$ cat config.mk
export PLATFORM = sky130hd
export DESIGN_NAME = cnt10_key_ctrl
export DESIGN_NICKNAME = d
export VERILOG_FILES = /design/src/rtl/cnt10_key_ctrl_pkg.sv /design/src/rtl/cnt10_key_ctrl_key_sync.sv /design/src/rtl/cnt10_key_ctrl.sv
export SDC_FILE = /design/constraint.sdc
export NUM_CORES = 1
export LEC_CHECK = 0
export ABC_AREA = 1
export CORE_UTILIZATION = 65
export CTS_BUF_LIST = sky130_fd_sc_hd__clkbuf_8
export CTS_CLUSTER_DIAMETER = 100
export CTS_CLUSTER_SIZE = 20
export DETAILED_ROUTE_END_ITERATION = 12
export GPL_ROUTABILITY_DRIVEN = 0
export PLACE_DENSITY = 0.95
export SLEW_MARGIN = 40
export SYNTH_ARGS = -nofsm -noshare
export SYNTH_HDL_FRONTEND = slang
export SYNTH_SLANG_ARGS = --single-unit
$ cat constraint.sdc
create_clock -name CLK -period 4.71 [get_ports CLK]
set_input_delay 0.471 -clock CLK [delete_from_list [all_inputs] [get_ports CLK]]
set_output_delay 0.471 -clock CLK [all_outputs]
set_load 0.1 [all_outputs]
$ cat src/rtl/cnt10_key_ctrl_pkg.sv
// Shared encodings for the cnt10 key controller: FSM states, key indices,
// and the fixed press-priority encoder.
package cnt10_key_ctrl_pkg;

    localparam int unsigned NKEY  = 4;
    localparam int unsigned TMR_W = 24;
    localparam int unsigned DB_W  = 20;

    typedef enum logic [2:0] {
        ST_IDLE     = 3'd0,
        ST_DEBOUNCE = 3'd1,
        ST_HOLD     = 3'd2,
        ST_REPEAT   = 3'd3,
        ST_RELEASE  = 3'd4
    } state_e;

    typedef logic [1:0] key_idx_t;

    localparam key_idx_t K_ADD1  = 2'd0;
    localparam key_idx_t K_ADD10 = 2'd1;
    localparam key_idx_t K_SUB1  = 2'd2;
    localparam key_idx_t K_SUB10 = 2'd3;

    // Same priority the counter applies: +1 > +10 > -1 > -10.
    function automatic key_idx_t key_prio(input logic [NKEY-1:0] keys);
        if (keys[K_ADD1])       return K_ADD1;
        else if (keys[K_ADD10]) return K_ADD10;
        else if (keys[K_SUB1])  return K_SUB1;
        else                    return K_SUB10;
    endfunction

endpackage

$ cat src/rtl/cnt10_key_ctrl_key_sync.sv
// Two-flop synchroniser for the raw active-low buttons; resets to released (1).
module cnt10_key_ctrl_key_sync
    import cnt10_key_ctrl_pkg::*;
(
    input  logic            RSTX,
    input  logic            CLK,
    input  logic [NKEY-1:0] keyx,
    output logic [NKEY-1:0] sync_q
);

    logic [NKEY-1:0] meta_q;
    logic [NKEY-1:0] meta_d;
    logic [NKEY-1:0] sync_d;

    always_comb begin
        meta_d = keyx;
        sync_d = meta_q;
    end

    always_ff @(posedge CLK or negedge RSTX) begin
        if (!RSTX) begin
            meta_q <= '1;
            sync_q <= '1;
        end else begin
            meta_q <= meta_d;
            sync_q <= sync_d;
        end
    end

endmodule

$ cat src/rtl/cnt10_key_ctrl.sv
// Debounce, arbitration and auto-repeat sequencing for the four counter keys;
// emits at most one registered one-cycle command pulse per clock.
module cnt10_key_ctrl
    import cnt10_key_ctrl_pkg::*;
#(
    parameter logic [19:0] DB_CYC  = 20'd500000,
    parameter logic [23:0] RPT_DLY = 24'd12500000,
    parameter logic [23:0] RPT_PER = 24'd2500000
) (
    input  logic            RSTX,
    input  logic            CLK,
    input  logic            EN,
    input  logic [NKEY-1:0] KEYX,
    output logic            ADD1,
    output logic            ADD10,
    output logic            SUB1,
    output logic            SUB10,
    output logic            BUSY
);

    localparam logic [TMR_W-1:0] DB_LAST  = TMR_W'(DB_CYC) - TMR_W'(1);
    localparam logic [TMR_W-1:0] DLY_LAST = RPT_DLY - TMR_W'(1);
    localparam logic [TMR_W-1:0] PER_LAST = RPT_PER - TMR_W'(1);

    logic [NKEY-1:0]  sync_q;
    logic [NKEY-1:0]  key_s;

    state_e           state_q, state_d;
    logic [TMR_W-1:0] timer_q, timer_d;
    key_idx_t         sel_q, sel_d;
    logic [NKEY-1:0]  cmd_q, cmd_d;
    logic             busy_q, busy_d;
    logic             fire;
    logic             sel_held;

    cnt10_key_ctrl_key_sync u_key_sync (
        .RSTX   (RSTX),
        .CLK    (CLK),
        .keyx   (KEYX),
        .sync_q (sync_q)
    );

    assign key_s    = ~sync_q;
    assign sel_held = key_s[sel_q];

    // Next-state, shared timer and pulse decode.
    always_comb begin
        state_d = state_q;
        timer_d = timer_q;
        sel_d   = sel_q;
        fire    = 1'b0;

        case (state_q)
            ST_IDLE: begin
                timer_d = '0;
                if (|key_s) begin
                    sel_d   = key_prio(key_s);
                    state_d = ST_DEBOUNCE;
                end
            end
            ST_DEBOUNCE: begin
                if (!sel_held) begin
                    state_d = ST_IDLE;
                    timer_d = '0;
                end else if (timer_q == DB_LAST) begin
                    fire    = 1'b1;
                    state_d = ST_HOLD;
                    timer_d = '0;
                end else begin
                    timer_d = timer_q + TMR_W'(1);
                end
            end
            ST_HOLD: begin
                fire = (timer_q == DLY_LAST);
                if (!sel_held) begin
                    state_d = ST_RELEASE;
                    timer_d = '0;
                end else if (fire) begin
                    state_d = ST_REPEAT;
                    timer_d = '0;
                end else begin
                    timer_d = timer_q + TMR_W'(1);
                end
            end
            ST_REPEAT: begin
                fire = (timer_q == PER_LAST);
                if (!sel_held) begin
                    state_d = ST_RELEASE;
                    timer_d = '0;
                end else if (fire) begin
                    timer_d = '0;
                end else begin
                    timer_d = timer_q + TMR_W'(1);
                end
            end
            ST_RELEASE: begin
                // Any press, even a bounce spike, restarts the quiet window.
                if (|key_s) begin
                    timer_d = '0;
                end else if (timer_q == DB_LAST) begin
                    state_d = ST_IDLE;
                    timer_d = '0;
                end else begin
                    timer_d = timer_q + TMR_W'(1);
                end
            end
            default: begin
                state_d = ST_IDLE;
                timer_d = '0;
            end
        endcase

        if (!EN) begin
            state_d = ST_IDLE;
            timer_d = '0;
            fire    = 1'b0;
        end

        cmd_d  = fire ? (NKEY'(1) << sel_q) : '0;
        busy_d = (state_d != ST_IDLE);
    end

    always_ff @(posedge CLK or negedge RSTX) begin
        if (!RSTX) begin
            state_q <= ST_IDLE;
            timer_q <= '0;
            sel_q   <= K_ADD1;
            cmd_q   <= '0;
            busy_q  <= 1'b0;
        end else begin
            state_q <= state_d;
            timer_q <= timer_d;
            sel_q   <= sel_d;
            cmd_q   <= cmd_d;
            busy_q  <= busy_d;
        end
    end

    assign ADD1  = cmd_q[K_ADD1];
    assign ADD10 = cmd_q[K_ADD10];
    assign SUB1  = cmd_q[K_SUB1];
    assign SUB10 = cmd_q[K_SUB10];
    assign BUSY  = busy_q;

endmodule

==> impl_metrics.csv <==
group,metric,value,unit
layout,n_antenna_cell,0,
grt,track_usage,27.4,%
routing,first_pass_iters,4,
layout,syn_to_final_growth,8.57,%
critical_path,r2r-start,"timer_q[0]",
sta,slew_headroom,66.3,%
routing,routedWlPerCell,12.7,um
sta,fmax,0.535,GHz
clock_tree,cts_tree,"done",
critical_path,slowest_delay,410,ps
place,post-place-ws,2850,ps
synth,yosysSeqAreaShare,44.1,%
clock_tree,cts_buffer_depth,2,
sta,final.setup_skew,8.18,ps
layout,drive_above_1_share,20.2,%
synth,syn-cell-area,2410,um2
grt,globalRouteOverflowTotal,0,
critical_path,crit_path_cell_trace,"ha_1 -> nand2_2 -> inv_2 -> nand2_2 -> nor2_1 -> nand3_1 -> nand2_1 -> nand3_2 -> nand2_4 -> nor2_1",
critical_path,cpMaxStageDelayCell,"dfrtp_1",
grt,antenna_found_initial,0,
floorplanning,die_w,62.9,um
critical_path,reg2reg_to,"timer_q[20]",
floorplanning,core-area,3440,um2
synth,avgSynthCellArea,7.92,um2
power_and_ir_drop,p_int,0.540,mW
synth,yosysTopAreaCell,"dfrtp_1",
place,io_buffers,11,
critical_path,cp_max_fo,24,
clock_tree,cts.repair.resized,0,
clock_tree,root_buffer,"clkbuf_8",
layout,fin_nets,328,
clock_tree,path_clk_slew,80,ps
routing,drt_wl_total,4.67,mm
critical_path,r2r_cells,10,
power_and_ir_drop,pwr-share-seq,53.8,%
place,place_inst,359,
power_and_ir_drop,switching_share,23.0,%
sta,rsz0062_at_grt,"no",
critical_path,crit_type,"reg2reg",
floorplanning,start_util,70.0,%
min_path,hold_class,"in2async",
routing,vias,1941,
clock_tree,cts_setup_buffers,0,
power_and_ir_drop,pwr-share-comb,7.8,%
sta,hold_violations,0,
floorplanning,ios,12,
critical_path,cp-start-kind,"flip-flop",
synth,synth_cells,304,
critical_path,reg2reg_slack,2840,ps
floorplanning,dieArea,3950,um2
grt,grt_max_degree,43,
synth,synth.area.top_cells,"dfrtp_1, nand2_1, dfstp_2",
layout,nFillCells,243,
synth,ys_warn_count,0,
critical_path,cp-end-kind,"flip-flop",
routing,drtIter0Drc,132,
layout,final_cell_area,2620,um2
place,hpwl,3.42,mm
sta,drv_slew,0,
routing,ant_nets,0,
power_and_ir_drop,p_leak,1.16,nW
power_and_ir_drop,powerDensity,268,nW/um2
job,maxCapViolations,0,
critical_path,worstPathArrival,2040,ps
clock_tree,numCtsBuffers,5,
synth,ys_types,28,
synth,synth.top_cell.area_share,35.3,%
critical_path,critPathRequiredTime,4880,ps
clock_tree,htreeDepth,2,
routing,vias_per_cell,5.29,
power_and_ir_drop,clkPwrFrac,38.5,%
layout,final_util,76.0,%
routing,post-route-drc-count,0,
power_and_ir_drop,vdd_drop_max,0.258,mV
sta,setup_viol,0,
floorplanning,die_h,62.9,um
layout,stdcell_count,367,
sta,worst_slew_pin_slew,506,ps
clock_tree,cts_sinks,42,
sta,fin_crit,1870,ps
synth,synth_nets,312,
floorplanning,row_count,21,
outcome,status,"complete, no violations",
clock_tree,cts-hold-fix-buffers,0,
clock_tree,insertion_delay,300,ps
place,placed_cell_area,2510,um2
sta,worst_slack,2840,ps
grt,grt_pass1_vias,1886,
synth,synth-seq-cells,42,
power_and_ir_drop,p_sw,0.161,mW
sta,min_period_over_period,39.7,%
sta,setup_tns,0,ps
grt,grt_pass1_wl,8.29,mm
cell type report:
type	instances	area (um2)	share of cell area, %
multi-input combinational	221	1160	44.4
sequential	42	1060	40.6
inverter	39	146	5.60
timing repair buffer	11	82.6	3.16
clock buffer	5	68.8	2.63
tap	46	57.6	2.20
clock inverter	3	37.5	1.44
cells in the mapped netlist:
cell type,n
dfrtp_1,34
xnor2_1,2
nand4_1,5
nor2_4,3
nand2_2,6
ha_1,1
o21bai_1,2
o21ai_1,1
dfstp_2,8
nand3b_1,1
o21ai_0,3
nor2_2,24
nand3_2,3
nor3_4,1
inv_1,35
inv_2,4
nor2_1,43
or2_1,1
nand2_1,72
nor3_1,8
nand3_1,22
a21oi_1,2
xor2_1,16
nor3_2,2
buf_12,2
o211ai_1,1
nand2_4,1
nand4_2,1
state kept, by name, summed over array words and instances, names as in the netlist:
signal             count
state_q                3
sel_q                  2
cmd_q                  4
timer_q               24
u_key_sync.sync_q      4
BUSY                   1
u_key_sync.meta_q      4
cells in the final DEF, fill, tap and decap left out, types with 2 or more instances in the layout:
cell type / instances
nand2_1: 72
nor2_1: 43
inv_1: 37
dfrtp_1: 34
nor2_2: 24
nand3_1: 22
xor2_1: 16
nor3_1: 8
dfstp_2: 8
nand2_2: 6
nand4_1: 5
clkbuf_8: 5
clkdlybuf4s50_1: 5
buf_2: 5
inv_2: 4
nor2_4: 3
nand3_2: 3
o21ai_0: 3
o21bai_1: 2
nor3_2: 2
a21oi_1: 2
xnor2_1: 2
power groups by stage:
stage	registers, mW	clock network, mW	logic, mW
floorplan	0.388	0	0.0317
global placement	0.383	0	0.0528
detailed placement	0.384	0	0.0536
CTS	0.377	0.276	0.0546
global route	0.378	0.290	0.0614
finish	0.377	0.270	0.0544
per-stage QoR:
stage,hold slack (ps),power [mW]
global route,191,0.730
finish,143,0.701
detailed placement,348,0.438
floorplan,175,0.420
CTS,160,0.707
global placement,346,0.436
metal layers:
metal	share of wire, %	wire length [um]	global-route usage, %
met5	0	0	0
met4	2.2	103	11.0
met3	4.5	212	5.66
met2	49	2280	44.9
met1	44	2070	35.3
logic make-up after synthesis:
group	count (synthesis)	synth area share, %
buffers and inverters	41	7.74
AO/OA/AOI/OAI	9	2.18
adder cells (fa/ha/maj)	1	0.519
AND/OR/NAND/NOR	193	39.0
flip-flops	42	44.1
XOR/XNOR	18	6.55
how the worst max path moves through the flow:
stage / start / to
2_1_floorplan: timer_q[0] / timer_q[2]
3_3_place_gp: cmd_q[0] / ADD1
3_5_place_dp: EN / timer_q[20]
4_1_cts: timer_q[0] / timer_q[20]
5_1_grt: timer_q[0] / timer_q[20]
6_report: timer_q[0] / timer_q[20]
critical path, delay by kind of cell, from the launching register on:
kind / cells / cell delay, ps
AND/OR/NAND/NOR: 8 / 1040
flip-flops: 1 / 410
adder cells (fa/ha/maj): 1 / 220
buffers and inverters: 1 / 70
(Power assumes the default switching activity.)
